===== src/rtl/cdb_rr_arbiter_if.sv =====
// cdb_rr_arbiter_if: per-FU result handshake plus the registered CDB broadcast.
// master = functional-unit side, slave = the arbiter.
interface cdb_rr_arbiter_if #(parameter int FU_NUM = 3, XLEN = 32, TAG_W = 3);
    logic              flush;
    logic [FU_NUM-1:0] ex_valid;
    logic [XLEN-1:0]   ex_value   [FU_NUM];
    logic [TAG_W-1:0]  ex_rob_tag [FU_NUM];
    logic [31:0]       ex_inst    [FU_NUM];
    logic [XLEN-1:0]   ex_npc     [FU_NUM];
    logic [FU_NUM-1:0] ex_ready;
    logic              cdb_valid;
    logic [XLEN-1:0]   cdb_value;
    logic [TAG_W-1:0]  cdb_rob_tag;
    logic [31:0]       wr_inst;
    logic [XLEN-1:0]   wr_npc;
    logic [FU_NUM-1:0] grant;

    modport master (
        output flush, ex_valid, ex_value, ex_rob_tag, ex_inst, ex_npc,
        input  ex_ready, cdb_valid, cdb_value, cdb_rob_tag, wr_inst, wr_npc, grant
    );
    modport slave (
        input  flush, ex_valid, ex_value, ex_rob_tag, ex_inst, ex_npc,
        output ex_ready, cdb_valid, cdb_value, cdb_rob_tag, wr_inst, wr_npc, grant
    );
endinterface


===== src/rtl/cdb_rr_arbiter.sv =====
// cdb_rr_arbiter: registered round-robin CDB arbiter with a 1-entry holding buffer per FU.
module cdb_rr_arbiter #(
    parameter int FU_NUM = 3,
    parameter int XLEN   = 32,
    parameter int TAG_W  = 3
) (
    input logic           clk,
    input logic           rst_n,
    cdb_rr_arbiter_if.slave bus
);
    localparam int PTR_W = FU_NUM > 1 ? $clog2(FU_NUM) : 1;

    logic [FU_NUM-1:0]   hold_valid, sel_onehot, ready, accept;
    logic [XLEN-1:0]     hold_value [FU_NUM];
    logic [TAG_W-1:0]    hold_tag   [FU_NUM];
    logic [31:0]         hold_inst  [FU_NUM];
    logic [XLEN-1:0]     hold_npc   [FU_NUM];
    logic [PTR_W-1:0]    rr_ptr, sel, nxt_ptr;
    logic [PTR_W:0]      off, sum;
    logic [2*FU_NUM-1:0] rot;
    logic                found;

    // Rotate so bit 0 is the entry at rr_ptr; the lowest set bit is the winner's offset.
    always_comb begin
        rot = {hold_valid, hold_valid} >> rr_ptr;
        off = '0;
        for (int j = FU_NUM - 1; j >= 0; j--)
            if (rot[j]) off = (PTR_W+1)'(j);
        found      = |hold_valid & ~bus.flush;
        sum        = {1'b0, rr_ptr} + off;
        sel        = sum >= (PTR_W+1)'(FU_NUM) ? PTR_W'(sum - (PTR_W+1)'(FU_NUM)) : PTR_W'(sum);
        sel_onehot = found ? FU_NUM'(1) << sel : '0;
        nxt_ptr    = sel == PTR_W'(FU_NUM - 1) ? '0 : sel + 1'b1;
        ready      = {FU_NUM{~bus.flush}} & (~hold_valid | sel_onehot);
        accept     = bus.ex_valid & ready;
    end

    assign bus.ex_ready = ready;

    always_ff @(posedge clk or negedge rst_n) begin
        if (!rst_n) begin
            hold_valid      <= '0;
            rr_ptr          <= '0;
            bus.cdb_valid   <= 1'b0;
            bus.cdb_value   <= '0;
            bus.cdb_rob_tag <= '0;
            bus.wr_inst     <= '0;
            bus.wr_npc      <= '0;
            bus.grant       <= '0;
            for (int i = 0; i < FU_NUM; i++) begin
                hold_value[i] <= '0;
                hold_tag[i]   <= '0;
                hold_inst[i]  <= '0;
                hold_npc[i]   <= '0;
            end
        end else begin
            // A refill of the slot being granted keeps it valid with the new packet.
            hold_valid      <= bus.flush ? '0 : accept | (hold_valid & ~sel_onehot);
            rr_ptr          <= bus.flush ? '0 : found ? nxt_ptr : rr_ptr;
            bus.cdb_valid   <= found;
            bus.cdb_value   <= found ? hold_value[sel] : '0;
            bus.cdb_rob_tag <= found ? hold_tag[sel] : '0;
            bus.wr_inst     <= found ? hold_inst[sel] : '0;
            bus.wr_npc      <= found ? hold_npc[sel] : '0;
            bus.grant       <= sel_onehot;
            for (int i = 0; i < FU_NUM; i++) begin
                if (accept[i]) begin
                    hold_value[i] <= bus.ex_value[i];
                    hold_tag[i]   <= bus.ex_rob_tag[i];
                    hold_inst[i]  <= bus.ex_inst[i];
                    hold_npc[i]   <= bus.ex_npc[i];
                end
            end
        end
    end
endmodule

===== src/flat_wrapper.sv =====
// flat-port wrapper written by rule: the top's interface ports become plain ports
module cdb_rr_arbiter_flat 
#(
    parameter int FU_NUM = 3,
    parameter int XLEN   = 32,
    parameter int TAG_W  = 3
)
  (clk, rst_n, bus_flush, bus_ex_valid, bus_ex_value, bus_ex_rob_tag, bus_ex_inst, bus_ex_npc, bus_ex_ready, bus_cdb_valid, bus_cdb_value, bus_cdb_rob_tag, bus_wr_inst, bus_wr_npc, bus_grant);
  cdb_rr_arbiter_if #(.FU_NUM(FU_NUM), .XLEN(XLEN), .TAG_W(TAG_W)) bus_i ();
  input logic clk;
  input logic rst_n;
  input wire logic [$bits(bus_i.flush)-1:0] bus_flush;
  input wire logic [$bits(bus_i.ex_valid)-1:0] bus_ex_valid;
  input wire logic [$bits(bus_i.ex_value)-1:0] bus_ex_value;
  input wire logic [$bits(bus_i.ex_rob_tag)-1:0] bus_ex_rob_tag;
  input wire logic [$bits(bus_i.ex_inst)-1:0] bus_ex_inst;
  input wire logic [$bits(bus_i.ex_npc)-1:0] bus_ex_npc;
  output wire logic [$bits(bus_i.ex_ready)-1:0] bus_ex_ready;
  output wire logic [$bits(bus_i.cdb_valid)-1:0] bus_cdb_valid;
  output wire logic [$bits(bus_i.cdb_value)-1:0] bus_cdb_value;
  output wire logic [$bits(bus_i.cdb_rob_tag)-1:0] bus_cdb_rob_tag;
  output wire logic [$bits(bus_i.wr_inst)-1:0] bus_wr_inst;
  output wire logic [$bits(bus_i.wr_npc)-1:0] bus_wr_npc;
  output wire logic [$bits(bus_i.grant)-1:0] bus_grant;
  assign bus_i.flush = bus_flush;
  assign bus_i.ex_valid = bus_ex_valid;
  assign bus_i.ex_value = {>>{bus_ex_value}};
  assign bus_i.ex_rob_tag = {>>{bus_ex_rob_tag}};
  assign bus_i.ex_inst = {>>{bus_ex_inst}};
  assign bus_i.ex_npc = {>>{bus_ex_npc}};
  assign bus_ex_ready = bus_i.ex_ready;
  assign bus_cdb_valid = bus_i.cdb_valid;
  assign bus_cdb_value = bus_i.cdb_value;
  assign bus_cdb_rob_tag = bus_i.cdb_rob_tag;
  assign bus_wr_inst = bus_i.wr_inst;
  assign bus_wr_npc = bus_i.wr_npc;
  assign bus_grant = bus_i.grant;
  cdb_rr_arbiter #(.FU_NUM(FU_NUM), .XLEN(XLEN), .TAG_W(TAG_W)) u_core (.clk(clk), .rst_n(rst_n), .bus(bus_i));
endmodule

===== config.mk =====
export PLATFORM = sky130hd
export DESIGN_NAME = cdb_rr_arbiter_flat
export DESIGN_NICKNAME = d
export VERILOG_FILES = /design/src/rtl/cdb_rr_arbiter_if.sv /design/src/rtl/cdb_rr_arbiter.sv /design/src/flat_wrapper.sv
export SDC_FILE = /design/constraint.sdc
export NUM_CORES = 1
export LEC_CHECK = 0
export CAP_MARGIN = 20
export CORE_UTILIZATION = 66
export CTS_BUF_LIST = sky130_fd_sc_hd__clkbuf_2 sky130_fd_sc_hd__clkbuf_4 sky130_fd_sc_hd__clkbuf_8
export DETAILED_ROUTE_END_ITERATION = 16
export DONT_BUFFER_PORTS = 1
export PLACE_DENSITY = 0.83
export SYNTH_ARGS = -nofsm -noshare
export SYNTH_HDL_FRONTEND = slang
export SYNTH_SLANG_ARGS = --single-unit

===== constraint.sdc =====
create_clock -name clk -period 4.6 [get_ports clk]
set_input_delay 0.92 -clock clk [delete_from_list [all_inputs] [get_ports clk]]
set_output_delay 0.92 -clock clk [all_outputs]
set_load 0.03 [all_outputs]

==> results of run 1 <==
[sequential cells by signal (all words and copies together) (netlist names), 9 cells and up]
signal and cells:
u_core.hold_npc 96, u_core.bus.wr_inst 32, u_core.hold_inst 96, u_core.bus.wr_npc 32, u_core.hold_value 96, u_core.bus.cdb_value 32, u_core.hold_tag 9
[worst min-delay path by stage]
stage | endpoint | depth (start not counted)
finish | u_core.bus.cdb_value[21]$_DFF_PN0_ | 0
global route | u_core.bus.wr_npc[18]$_DFF_PN0_ | 0
CTS | u_core.hold_value[54]$_DFFE_PN0P_ | 0
detailed placement | u_core.bus.wr_npc[31]$_DFF_PN0_ | 1
global placement | u_core.bus.wr_npc[31]$_DFF_PN0_ | 1
floorplan | u_core.bus.cdb_rob_tag[0]$_DFF_PN0_ | 1
[metal layers]
| layer | GRT usage (%) | vias to the layer above |
|---|---|---|
| met5 | 0 | - |
| met4 | 17.9 | 16 |
| met3 | 10.8 | 143 |
| met2 | 51.4 | 540 |
| met1 | 39.0 | 6186 |
| li1 | - | 5262 |
[critical path, delay by kind of cell (launching register included)]
| family | cells | cell delay [ns] |
|---|---|---|
| flops | 1 | 0.39 |
| fa+ha+maj | 3 | 1.19 |
| simple gates | 3 | 0.52 |
| buf+inv | 4 | 0.35 |
| compound gates | 3 | 0.57 |
[metrics by stage]
step           setup slack, ns  total power, mW  instance area (sq um)  cells
2_1_floorplan            0.284             13.0                  18500   1472
3_3_place_gp             0.296             14.8                  18800   1750
3_5_place_dp             0.216             15.1                  18800   1750
4_1_cts                 0.0121             18.5                  20300   1870
5_1_grt                -0.0421             19.7                  20400   1904
6_report                0.0938             18.6                  20400   1910
[cell type report]
type / instances / area share (%)
multi-input combinational: 940 / 38.8
sequential: 405 / 49.6
clock buffer: 106 / 6.40
antenna: 33 / 0.404
inverter: 7 / 0.141
tap: 372 / 2.28
timing repair buffer: 39 / 2.05
clock inverter: 8 / 0.276
[synthesized netlist by cell type (2+ instances only)]
cell type	number	area [sq um]
clkbuf_1	74	278
ha_1	2	25.0
buf_2	39	195
mux2_4	10	150
dfrtp_1	405	10100
nand2b_1	204	1280
a21oi_1	106	531
nor2_1	11	41.3
mux2_2	287	3230
o2bb2ai_1	99	867
o21ai_0	100	500
a211oi_1	2	15.0
buf_6	4	45.0
inv_1	6	22.5
buf_4	3	22.5
mux2i_1	99	991
nand3b_1	2	15.0
[where the power goes]
group          internal [mW]  total (mW)  switching, mW
Sequential              5.17        6.58           1.40
Clock                   1.80        3.20           1.39
Combinational           4.09        8.84           4.75
[logic make-up after synthesis]
family / Yosys count / share of synthesized area [%]
buffers and inverters: 127 / 3.06
flip-flops: 405 / 54.8
adder cells (fa/ha/maj): 3 / 0.243
AO/OA/AOI/OAI: 315 / 10.7
multiplexers: 396 / 23.6
AND/OR/NAND/NOR: 226 / 7.60
[what timing repair did]
action                                  CTS  global route
hold buffers                              0             0
endpoints found under the setup margin    3             3
gates resized for setup                   6            12
pin swaps                                 3             6
buffers inserted                          6             7
==> run_results.csv, run 1 <==
group,metric,value,unit
run_status,outcome,"completed",
power,p_leak,8.49,nW
layout,fillers,1783,
floorplan,rows,60,
placed_design,gp_congestion,0.829,
setup_path,worst_setup_path_start_kind,"flop",
layout,final_util,75.0,%
sta,holdWs,0.0493,ns
route,finalWirelength,47.1,mm
grt,grt_pass1_wl,71.1,mm
floorplan,die_w,169,um
setup_path,critPathSlowestCell,"fa_4",
floorplan,initial_core_util,67.9,%
placed_design,dpl.hpwl,28.1,mm
yosys,synthesis.area,18500,sq um
clock_network,cts-buffers-inserted,66,
setup_path,r2r-end,"u_core.hold_inst[12]$_DFFE_PN0P_",
sta,slew_viol_final,0,
grt,grt_pass1_vias,12700,
layout,drive_gt1_share,31.6,%
floorplan,die_area,28700,sq um
setup_path,reg2reg_slack,0.43,ns
setup_path,critical_path_required,3.68,ns
route,top_layer_used,"met5",
clock_network,cts_buffer_depth,3,
setup_path,end_kind,"output port",
grt,grt_usage,32.4,%
yosys,synth.avg_cell_area,12.6,sq um
clock_network,cts.sinks,405,
yosys,synth_seq_cells,405,
layout,ff_latch_area,10100,sq um
route,drt_iter0_markers,997,
route,wire_per_inst,24.6,um
layout,layout_commonest_cell,"dfrtp_1",
clock_network,cts-root-buf,"clkbuf_8",
clock_network,path_clk_slew,0.06,ns
floorplan,coreArea,27300,sq um
yosys,async_reset_ff_share,100,%
route,dr_wl_met2,22.9,mm
hold_path,hp-class,"input pin to async pin",
route,drt-met1-wl,18.1,mm
clock_network,h-tree-depth,3,
sta,clock.fmax,222,MHz
yosys,yosysWarnings,0,
setup_path,cp-startpoint,"u_core.hold_valid[0]$_DFF_PN0_",
clock_network,cts_tree,"yes",
route,dr.pass1.iters,5,
setup_path,r2r-start,"u_core.hold_valid[0]$_DFF_PN0_",
power,ir_drop,1.20,mV
sta,final_hold_viol_count,0,
route,routed-wl-met3,4.14,mm
sta,setup_violations,0,
grt,overflow,0,
clock_network,insertion_delay,0.56,ns
power,p_per_area,911,nW/um^2
sta,min_period,4.51,ns
sta,clock_skew,0.0256,ns
layout,nets,1765,
setup_path,crit_type,"flop to output port",
setup_path,cp-endpoint,"bus_ex_ready[0]",
grt,grt_max_degree,406,
route,ant_nets,0,
grt,antenna_found_initial,36,
sta,setup_tns,0,ns
layout,area_growth,10.4,%
route,vias,12100,
yosys,synth_edf_count,0,
setup_path,arrival,3.59,ns
sta,rsz0062_at_grt,"true",
floorplan,ios,409,
setup_path,crit_path_max_incr_delay,0.87,ns
setup_path,reg2regPathDepth,16,
layout,most-common-layout-cells,"dfrtp_1, mux2_2, nand2b_1",
setup_path,cp_max_fo,5,
placed_design,io_buffers,0,
sta,relSlewSlack,27.1,%
route,viasPerCell,6.36,
yosys,synth.distinct_cells,36,
flow_run,maxCapViolCount,0,
layout,multi_input_area,7940,sq um
sta,period_share,98.0,%
yosys,synthFlopType,"dfrtp_1",
yosys,yosysSeqAreaShare,54.8,%
setup_path,crit_chain,"inv_2 > nor3_2 > a311oi_2 > a31oi_2 > ha_4 > inv_2 > fa_4 > inv_4 > ha_4 > nand3b_1 > a211oi_4 > nor2_1 > buf_4",
yosys,syn_inst,1472,
yosys,mappedNetlistNets,1778,
route,route.detailed.drc,0,
floorplan,die_h,169,um
sta,tightest_slew,1.09,ns
(Power assumes the default switching activity.)
==> inputs of run 2 (changes only) <==
--- a/config.mk
+++ b/config.mk
@@ -5,7 +5,6 @@
 export SDC_FILE = /design/constraint.sdc
 export NUM_CORES = 1
 export LEC_CHECK = 0
-export CAP_MARGIN = 20
 export CORE_UTILIZATION = 66
 export CTS_BUF_LIST = sky130_fd_sc_hd__clkbuf_2 sky130_fd_sc_hd__clkbuf_4 sky130_fd_sc_hd__clkbuf_8
 export DETAILED_ROUTE_END_ITERATION = 16
==> results of run 2 <==
Same layout as run 1: the final DEF is identical, and so are final timing and power.
==> inputs of run 3 (changes only) <==
--- a/config.mk
+++ b/config.mk
@@ -5,11 +5,12 @@
 export SDC_FILE = /design/constraint.sdc
 export NUM_CORES = 1
 export LEC_CHECK = 0
+export CORE_MARGIN = 5
 export CORE_UTILIZATION = 66
 export CTS_BUF_LIST = sky130_fd_sc_hd__clkbuf_2 sky130_fd_sc_hd__clkbuf_4 sky130_fd_sc_hd__clkbuf_8
 export DETAILED_ROUTE_END_ITERATION = 16
 export DONT_BUFFER_PORTS = 1
-export PLACE_DENSITY = 0.83
+export PLACE_DENSITY_LB_ADDON = 0.12
 export SYNTH_ARGS = -nofsm -noshare
 export SYNTH_HDL_FRONTEND = slang
 export SYNTH_SLANG_ARGS = --single-unit
==> run 3 against run 2 <==
Net effect: combinational power grew 2%; routed wire length increased by 3.9%; sequential cell count did not move; power rose by 0.80%; clock power barely moved; largest power group unchanged.
==> run_results.csv, run 3 (synthesis results as in run 1) <==
group,metric,value,unit
layout,layout_commonest_cell,"dfrtp_1",
clock_network,cts-buffers-inserted,67,
layout,drive_gt1_share,31.1,%
clock_network,path_clk_slew,0.06,ns
layout,most-common-layout-cells,"dfrtp_1, mux2_2, nand2b_1",
layout,largest_registers,"u_core.hold_inst (96), u_core.hold_npc (96), u_core.hold_value (96)",
layout,nets,1763,
hold_path,hp-class,"input pin to async pin",
sta,clock.fmax,219,MHz
grt,grt_pass1_vias,12500,
route,vias,12000,
setup_path,end_kind,"output port",
route,wire_per_inst,25.7,um
setup_path,worst_setup_path_start_kind,"flop",
sta,min_period,4.57,ns
power,p_per_area,917,nW/um^2
sta,setup_violations,0,
placed_design,placedCellCount,1754,
sta,clock_skew,0.0272,ns
flow_run,maxCapViolCount,0,
layout,instances_no_fill,1902,
grt,antenna_found_initial,41,
clock_network,cts-root-buf,"clkbuf_8",
power,p_leak,8.52,nW
grt,grt_max_degree,406,
placed_design,io_buffers,0,
placed_design,dpl.hpwl,28.7,mm
floorplan,die_h,177,um
sta,slew_viol_final,0,
floorplan,rows,61,
sta,final_hold_viol_count,0,
floorplan,coreArea,27700,sq um
sta,tightest_slew,0.819,ns
sta,setup_tns,0,ns
route,dr.pass1.iters,5,
sta,fin_ws,0.0274,ns
route,route.detailed.drc,0,
setup_path,cp_max_fo,9,
setup_path,critical_path_required,3.68,ns
clock_network,cts.sinks,405,
layout,area_growth,10.6,%
route,finalWirelength,48.9,mm
clock_network,insertion_delay,0.57,ns
setup_path,crit_type,"flop to output port",
sta,relSlewSlack,45.3,%
placed_design,gp_congestion,0.837,
floorplan,ios,409,
route,ant_nets,0,
route,viasPerCell,6.30,
grt,overflow,0,
clock_network,h-tree-depth,3,
sta,period_share,99.4,%
clock_network,cts_buffer_depth,3,
layout,fin_area,20500,sq um
floorplan,die_w,177,um
route,drt_iter0_markers,921,
floorplan,initial_core_util,66.8,%
placed_design,post_dp_cell_area,18900,sq um
grt,grt_usage,30.3,%
power,ir_drop,1.22,mV
clock_network,cts_tree,"yes",
grt,grt_pass1_wl,73.6,mm
run_status,outcome,"completed",
floorplan,die_area,31500,sq um
placed_design,place_ws,0.308,ns
setup_path,arrival,3.65,ns
[run 3: cell types whose count changed in the layout (fill, tap and decap cells not counted), moves of 2 or more]
cell,change
buf_4,-10
diode_2,-12
clkinv_2,+2
nand2b_1,+2
clkbuf_16,+2
nand2b_4,-2
buf_12,+3
inv_1,+2
[run 3: what timing repair did]
action                                 4_1_cts  5_1_grt
pin swaps                                    3        5
resized for setup                            3        6
endpoints found under the hold margin        0        0
hold buffers                                 0        0
cloned                                       1        2
setup buffers                                4        5
setup endpoints to repair                    3        3
[run 3: worst max-delay path: stages, from the launching register on]
cell and delay, ns:
dfrtp_2 0.48, nor3_1 0.22, a311oi_1 0.09, a31oi_1 0.21, ha_2 0.20, inv_1 0.06, fa_4 0.86, inv_1 0.08
ha_4 0.18, nand3b_1 0.21, a211oi_2 0.25, nor2_1 0.07, buf_4 0.18
[run 3: final cells by class]
type,instances,area (sq um)
Clock buffer,105,1300
Sequential cell,405,10100
Clock inverter,10,66.3
Fill cell,1885,7240
Tap cell,378,473
Antenna cell,21,52.6
Multi-Input combinational cell,940,7900
Inverter,7,26.3
Timing Repair Buffer,36,513
[run 3: where the power goes]
part	internal, mW	switching, mW
clock network	1.80	1.40
logic	4.23	4.76
registers	5.17	1.39
total	11.2	7.56
[run 3: per-stage QoR]
step | hold WS, ns | total power [mW] | utilization, %
global route | 0.00727 | 19.9 | 73.9
finish | 0.0411 | 18.8 | 73.9
detailed placement | 0.465 | 15.1 | 68.0
global placement | 0.461 | 14.8 | 68.0
CTS | 0.0176 | 18.6 | 73.2
floorplan | 0.451 | 13.0 | -
[run 3: layer usage]
metal	wire length (um)	share of wire (%)	global-route usage (%)	vias to the layer above
met5	276	0.56	0	-
li1	-	-	-	5229
met4	1780	3.6	12.4	40
met2	23800	49	48.2	479
met1	18700	38	37.8	6080
met3	4300	8.8	11.1	150
[run 3: worst paths after layout]
check / to / slack [ns] / cells after the start / start
worst min register to register: u_core.bus.wr_npc[24]$_DFF_PN0_ / 0.46 / 1 / u_core.hold_npc[56]$_DFFE_PN0P_
worst max register to register: u_core.hold_inst[86]$_DFFE_PN0P_ / 0.40 / 14 / u_core.hold_valid[2]$_DFF_PN0_
worst max-delay path: bus_ex_ready[0] / 0.03 / 12 / u_core.hold_valid[2]$_DFF_PN0_
worst min-delay path: u_core.hold_npc[7]$_DFFE_PN0P_ / 0.04 / 0 / rst_n
max in group asynchronous: u_core.rr_ptr[0]$_DFFE_PN0P_ / 3.83 / 0 / rst_n
min in group clk: u_core.hold_valid[2]$_DFF_PN0_ / 0.41 / 1 / bus_flush
